$ cat src/rtl/uart_tx_arbiter.sv
// Packet-level round-robin arbiter sharing one UART TX byte stream between N_REQ requesters.
// A grant is held from the first byte of a packet until the byte flagged req_last is accepted.
// An optional channel-ID header byte (HDR_BASE + grant index) precedes each packet. A stall
// watchdog releases the grant if the granted requester stops presenting data mid-packet.
//
// Ports:
//   clk, rst_n   clock, asynchronous active-low reset
//   req_valid    per-requester byte valid
//   req_data     per-requester byte, requester i on bits [8i+7:8i]
//   req_last     last byte of a packet (qualified by req_valid)
//   req_ready    per-requester accept (only the granted requester, in DATA, slot free)
//   tx_data      byte presented to the TX FIFO
//   tx_valid     tx_data valid
//   tx_ready     downstream accept
//   grant_id     current / most recent granted requester
//   busy         high while a packet (header or data) is in progress
//   timeout_err  one-cycle pulse when the watchdog aborts a packet
module uart_tx_arbiter #(
  parameter int unsigned N_REQ    = 4,
  parameter bit          HDR_EN   = 1'b1,
  parameter logic [7:0]  HDR_BASE = 8'hA0,
  parameter int unsigned TIMEOUT  = 1000,
  parameter int unsigned IDW      = $clog2(N_REQ)
) (
  input  logic               clk,
  input  logic               rst_n,
  input  logic [N_REQ-1:0]   req_valid,
  input  logic [8*N_REQ-1:0] req_data,
  input  logic [N_REQ-1:0]   req_last,
  output logic [N_REQ-1:0]   req_ready,
  output logic [7:0]         tx_data,
  output logic               tx_valid,
  input  logic               tx_ready,
  output logic [IDW-1:0]     grant_id,
  output logic               busy,
  output logic               timeout_err
);

  // The counter runs 0..TIMEOUT-1; the abort fires on the cycle it would reach TIMEOUT.
  localparam int unsigned CntW   = (TIMEOUT > 1) ? $clog2(TIMEOUT) : 1;
  localparam logic [CntW-1:0] CntLim = CntW'((TIMEOUT > 0) ? TIMEOUT - 1 : 0);

  typedef enum logic [1:0] {StIdle, StHdr, StData} state_e;

  state_e          state_q;
  logic [IDW-1:0]  grant_q;
  logic [IDW-1:0]  last_grant_q;
  logic [7:0]      tx_data_q;
  logic            tx_valid_q;
  logic [CntW-1:0] stall_cnt_q;
  logic            timeout_q;

  logic            slot_free;
  logic            gnt_valid;
  logic            gnt_last;
  logic [7:0]      gnt_data;
  logic            xfer;
  logic            found;
  logic [IDW-1:0]  next_grant;
  logic [IDW-1:0]  scan_idx;

  assign slot_free = !tx_valid_q || tx_ready;
  assign gnt_valid = req_valid[grant_q];
  assign gnt_last  = req_last[grant_q];
  assign gnt_data  = req_data[{grant_q, 3'b000} +: 8];
  assign xfer      = (state_q == StData) && slot_free && gnt_valid;

  always_comb begin
    req_ready = '0;
    if (state_q == StData && slot_free) begin
      req_ready[grant_q] = 1'b1;
    end
  end

  // Round-robin: first valid requester scanning upward from the one after last_grant.
  always_comb begin
    found      = 1'b0;
    next_grant = last_grant_q;
    scan_idx   = '0;
    for (int unsigned k = 1; k <= N_REQ; k++) begin
      scan_idx = IDW'((32'(last_grant_q) + k) % N_REQ);
      if (!found && req_valid[scan_idx]) begin
        found      = 1'b1;
        next_grant = scan_idx;
      end
    end
  end

  always_ff @(posedge clk or negedge rst_n) begin
    if (!rst_n) begin
      state_q      <= StIdle;
      grant_q      <= IDW'(N_REQ - 1);
      last_grant_q <= IDW'(N_REQ - 1);
      tx_data_q    <= 8'h00;
      tx_valid_q   <= 1'b0;
      stall_cnt_q  <= '0;
      timeout_q    <= 1'b0;
    end else begin
      timeout_q <= 1'b0;
      // Drain the slot on handshake; a load below overrides this.
      if (tx_valid_q && tx_ready) begin
        tx_valid_q <= 1'b0;
      end
      unique case (state_q)
        StIdle: begin
          if (found) begin
            grant_q     <= next_grant;
            stall_cnt_q <= '0;
            state_q     <= HDR_EN ? StHdr : StData;
          end
        end
        StHdr: begin
          if (slot_free) begin
            tx_data_q  <= HDR_BASE + 8'(grant_q);
            tx_valid_q <= 1'b1;
            state_q    <= StData;
          end
        end
        StData: begin
          if (xfer) begin
            tx_data_q   <= gnt_data;
            tx_valid_q  <= 1'b1;
            stall_cnt_q <= '0;
            if (gnt_last) begin
              last_grant_q <= grant_q;
              state_q      <= StIdle;
            end
          end else if (TIMEOUT > 0 && !gnt_valid) begin
            // Only requester inactivity counts; backpressure with valid high does not.
            if (stall_cnt_q == CntLim) begin
              timeout_q    <= 1'b1;
              last_grant_q <= grant_q;
              stall_cnt_q  <= '0;
              state_q      <= StIdle;
            end else begin
              stall_cnt_q <= stall_cnt_q + 1'b1;
            end
          end
        end
        default: state_q <= StIdle;
      endcase
    end
  end

  assign tx_data     = tx_data_q;
  assign tx_valid    = tx_valid_q;
  assign grant_id    = grant_q;
  assign busy        = (state_q != StIdle);
  assign timeout_err = timeout_q;

endmodule
$ cat config.mk
export PLATFORM = sky130hd
export DESIGN_NAME = uart_tx_arbiter
export DESIGN_NICKNAME = d
export VERILOG_FILES = /design/src/rtl/uart_tx_arbiter.sv
export SDC_FILE = /design/constraint.sdc
export NUM_CORES = 1
export LEC_CHECK = 0
export CORE_MARGIN = 4
export CORE_UTILIZATION = 37
export CTS_CLUSTER_DIAMETER = 30
export CTS_CLUSTER_SIZE = 25
export DETAILED_ROUTE_END_ITERATION = 12
export MAX_ROUTING_LAYER = met4
export PLACE_DENSITY_LB_ADDON = 0.15
export SYNTH_ARGS = -nofsm -noshare
export SYNTH_HDL_FRONTEND = slang
export SYNTH_SLANG_ARGS = --single-unit
export TNS_END_PERCENT = 10
$ cat constraint.sdc
create_clock -name clk -period 1.9 [get_ports clk]
set_input_delay 0.285 -clock clk [delete_from_list [all_inputs] [get_ports clk]]
set_output_delay 0.285 -clock clk [all_outputs]
set_load 0.02 [all_outputs]
# Word-level counts from Yosys, hierarchy flattened
# Cells that the tools add are included.
# W data, S select, Z words.
# word_totals
register_bits	26
inputBits	43
output_inout_bits	17
elab_cells	103
# op_classes
addsub	6
n_lt_le_gt_ge	6
eq_ne	11
n_shift	1
mux	50
n_reduce_logical	22
# op_table
operator	count
$mux W10	4
$shiftx A32 B6 Y8	1
$mux W2	14
$pmux W10 S2	1
$mux W1	18
$mux W8	2
$pmux W8 S2	1
$lt A2 B3 Y1 const B	5
$bmux W1 S2	6
$add A10 B1 Y10 const B	1
$eq A10 B10 Y1 const B	1
$add A8 B2 Y8 const A	1
$ne A2 B2 Y1 const B	4
$reduce_bool A2 Y1	4
$logic_and A1 B1 Y1	7
$ne A3 B3 Y1 const B	2
$pmux W2 S3	1
$reduce_and A3 Y1	2
$reduce_and A5 Y1	1
$add A2 B1 Y2 const B	2
$add A2 B2 Y2 const B	2
$logic_not A1 Y1	4
$mux W4	1
$reduce_and A4 Y1	1
other kinds (10)	10

# Logic depth before layout (Yosys ltp)
# logic_depth
depth_word	15
depth_mapped	8
depth_no_buf	7

# Worst setup path before layout
# No wires, ideal clock.
# synth_timing
kind	reg-to-reg
startpoint	reg grant_q[0], in the netlist grant_id[0]
endpoint	reg state_q[0]
setup_time_ns	0.128
t_arrival_ns	1.908
t_required_ns	1.772
setup_slack_ns	-0.136
stages_incl_launch_ff	6
n_path_buf	1
period_less_slack_ns	2.036
path_cell_list	dfstp_2 -> buf_6 -> mux4_2 -> nor4b_4 -> a2111oi_4 -> mux2_1
# synth_between
elab_chain_cells	5
word_cells_on_any_way	11
classes_between	eq/ne: 3; mux: 6; reduce/logical: 2
# synth_rtl
item	line	rtl
start, declared	46	logic [IDW-1:0] grant_q;
start signal, assigned	92	grant_q <= IDW'(N_REQ - 1);
start signal, assigned	107	grant_q <= next_grant;
$bmux W1 S2	63	assign gnt_valid = req_valid[grant_q];
$mux W1 (not written as such)	63	
$logic_and A1 B1 Y1	66	assign xfer = (state_q == StData) && slot_free && gnt_valid;
$ne A3 B2 Y1 (no source line), or another cell as far along	-	
$reduce_and A5 Y1 (no source line) or $pmux W2 S3 (tied branches)	-	
end signal, assigned	91	state_q <= StIdle;
end signal, assigned	109	state_q <= HDR_EN ? StHdr : StData;
end signal, assigned	116	state_q <= StData;
end, declared	45	state_e state_q;
# Parallel ways exist; a longest one is shown, timed or not. The select of a mux whose other input is x is not followed.
# A chain may end at the register's enable or synchronous reset.

# Worst setup path after layout
# layout_timing
startpoint	reg grant_q[1], in the netlist grant_id[1]
endpoint	reg state_q[0]
# Same word-level chain as after synthesis.

==> impl_metrics.toml <==
[cts]
clkSlewWorstSetupHoldPaths_ns = 0.09
cts_hold_buf = 0
cts_made_buffers = 3
cts_sinks = 26
cts_root_buf = "clkbuf_8"
clock_latency_ns = 0.27
clockBufferDepth = 2
cts_tree = "built"
htreeDepth = 1

[placed_design]
hpwlAfterDp_mm = 3.86
io_buffers = 59
place_congestion = 0.789
place_inst = 331

[detailed_routing]
totalWireLength_mm = 4.77
drt_iter0_markers = 63
vias_per_cell = 5.08
first_pass_iters = 4
wl_per_cell_um = 14.2
remaining_drc_errors = 0
ant_nets = 0
vias = 1703

[floorplan]
die_h_um = 79.6
core_um2 = 4850
io-pin-count = 60
num_rows = 25
start_util_pct = 39.1
fp.dieW_um = 79.6
dieArea_um2 = 6340

[global_routing]
grt_first_pass_wirelength_mm = 7.98
grt_overflow = 0
grt_util_all_layers_pct = 16.4
grt_pass1_vias = 1673
grt_max_degree = 27
antenna_found_initial = 0

[finish]
drive_gt1_share_pct = 26.1
fin_util_pct = 58.0
layout.cells.non_filler = 335
diodes = 0
syn2layout_area_growth_pct = 48.4
fin_nets = 318

[critical_path]
cp.arrival_ns = 2.18
endpoint_kind = "register"
critPathKind = "reg -> reg"
critical_path.endpoint = "state_q[0]"
reg2reg_from = "grant_id[1]"
r2r_end = "state_q[0]"
ff2ff_path_depth = 5
crit_required_ns = 2.06
crit_start = "grant_id[1]"
cp_max_fo = 4
startpoint_type = "register"
reg2reg_slack_ns = -0.12

[min_path]
min_path_type = "in -> async"

[timing]
rsz0062_at_grt = "yes"
fin_skew_ns = 0.00559
worst_pin_slew_ns = 0.333
relSlewSlack_pct = 77.8
fin_crit_sh_pct = 106
max_freq_mhz = 495
finalMaxSlewViolations = 0
setup_violations = 8
whs_ns = 0.376
hold_viol_final = 0
layout_min_cycle_time_ns = 2.02
setup_slack_ns = -0.121

[power_and_ir_drop]
power_density_nw_per_um2 = 1250
swShare_pct = 38.8
p_comb_share_pct = 62.1
p_sw_mw = 1.37
ir_worst_vdd_mv = 0.628
p_clk_share_pct = 13.0
p_leak_nw = 1.17
p_int_mw = 2.16
seqPwrFrac_pct = 24.9

[synthesis]
ys_ff_latch = 26
synth_area_per_cell_um2 = 10.3
syn_area_um2 = 1900
synthCells = 185
synth-edff-count = 0
synthDistinctLibCells = 52
synth-main-ff-cell = "dfrtp_1"
seq_area_frac_synth_pct = 34.6
ys_async_sr_fraction_pct = 100
yosys_warnings = 0
synth_nets = 234

[flow_run]
drv_cap = 0

[run_status]
outcome = "complete, but fails checks"
violations = "negative setup slack"
[layer usage]
metal | track usage, % | wire [µm] | vias up
met2 | 28.5 | 2410 | 24
li1 | - | - | 860
met5 | - | 0 | -
met3 | 2.71 | 189 | 2
met4 | 4.47 | 29 | 0
met1 | 19.5 | 2130 | 817
[placed cells by master (no fill, tap or decap), drive strengths merged, types with 3 or more instances in the layout]
master and n:
clkdlybuf4s50 52, buf 35, nand2 22, dfrtp 22
o21ai 16, inv 10, nand3 8, nor2b 7
mux4 7, mux2 7, ha 6, nor2 5
a32oi 5, a21oi 5, o31ai 5, nor3b 5
dfstp 4, clkbuf 4, nor3 4, o22ai 3
and2 3, and3 3
[flip-flops by register name, indices dropped and copies added, names as in the netlist]
signal,flops
state_q,2
grant_id,2
timeout_err,1
tx_valid,1
tx_data,8
stall_cnt_q,10
last_grant_q,2
[cell families (layout without fill, tap and decap cells)]
logic type               count (synthesis)  in the layout  synth area share [%]
buffers and inverters                   21            104                  5.34
adder cells (fa/ha/maj)                  6              6                  3.96
multiplexers                            16             16                  13.9
AND/OR/NAND/NOR                         67             67                  23.2
flip-flops                              26             26                  34.6
AO/OA/AOI/OAI                           49             49                  19.0
[metrics by stage]
| stage | TNS, ns | setup WS [ns] | instance area (µm²) | power, mW |
|---|---|---|---|---|
| final | -0.449 | -0.121 | 2810 | 3.53 |
| after global routing | -1.60 | -0.215 | 2810 | 3.82 |
| after CTS | -0.598 | -0.129 | 2820 | 3.56 |
| after detailed placement | -3.92 | -0.300 | 2740 | 3.08 |
| after global placement | -3.51 | -0.239 | 2740 | 3.05 |
| after floorplan | -0.602 | -0.136 | 1900 | 2.22 |
[critical path, stage by stage (launching register included)]
cell and delay, ns:
dfstp_2 0.60, mux2i_2 0.30, mux2_4 0.23, nor4b_4 0.05
a2111oi_4 0.36, mux2_1 0.37
[cell usage after synthesis (all sizes together), types with 2 or more instances]
| cell | number | area share, % |
|---|---|---|
| a211oi | 2 | 0.79 |
| a21oi | 5 | 1.3 |
| a22o | 2 | 0.92 |
| a22oi | 2 | 0.79 |
| a31oi | 2 | 0.66 |
| a32oi | 5 | 2.3 |
| and2 | 3 | 0.99 |
| and3 | 3 | 0.99 |
| buf | 9 | 3.0 |
| clkbuf | 2 | 0.40 |
| dfrtp | 22 | 29 |
| dfstp | 4 | 5.5 |
| ha | 6 | 4.0 |
| inv | 10 | 2.0 |
| mux2 | 7 | 4.2 |
| mux2i | 2 | 1.1 |
| mux4 | 7 | 8.7 |
| nand2 | 22 | 4.4 |
| nand3 | 8 | 2.8 |
| nand4 | 2 | 0.66 |
| nor2 | 5 | 0.99 |
| nor2b | 7 | 2.3 |
| nor3 | 4 | 1.9 |
| nor3b | 5 | 2.8 |
| nor4b | 2 | 2.5 |
| o21ai | 16 | 4.2 |
| o22ai | 3 | 0.99 |
| o31ai | 5 | 2.2 |
| o41ai | 2 | 1.7 |
[power groups by stage]
stage / Clock [mW] / Combinational, mW / Sequential [mW]
final: 0.459 / 2.19 / 0.877
after global routing: 0.505 / 2.41 / 0.904
after CTS: 0.478 / 2.21 / 0.879
after global placement: 0 / 2.18 / 0.879
after floorplan: 0 / 1.21 / 1.01
after detailed placement: 0 / 2.20 / 0.886
[timing repair]
action                     in CTS  in global routing
pin swaps                       1                  0
hold endpoints to repair        0                  0
setup buffers                   0                  0
resized for setup              21                  8
setup endpoints to repair      16                 29
[worst min-delay path by stage]
stage | endpoint | slack, ns | cells past startpoint
after detailed placement | tx_data[7] | 0.47 | 2
after global placement | tx_data[5] | 0.46 | 2
after global routing | tx_data[0] | 0.43 | 2
final | tx_data[6] | 0.38 | 2
after floorplan | stall_cnt_q[0] | -0.01 | 0
after CTS | tx_data[0] | 0.39 | 2
[final cells by class]
class                   instances  area, µm²
fillers                       455       2030
inverters                      10       37.5
repair buffers                 90        810
well taps                      67       83.8
flip-flops and latches         26        656
clock inverters                 1       30.0
clock buffers                   3       41.3
multi-input cells             138       1160
Note: power is estimated with default switching activity, not from simulation.
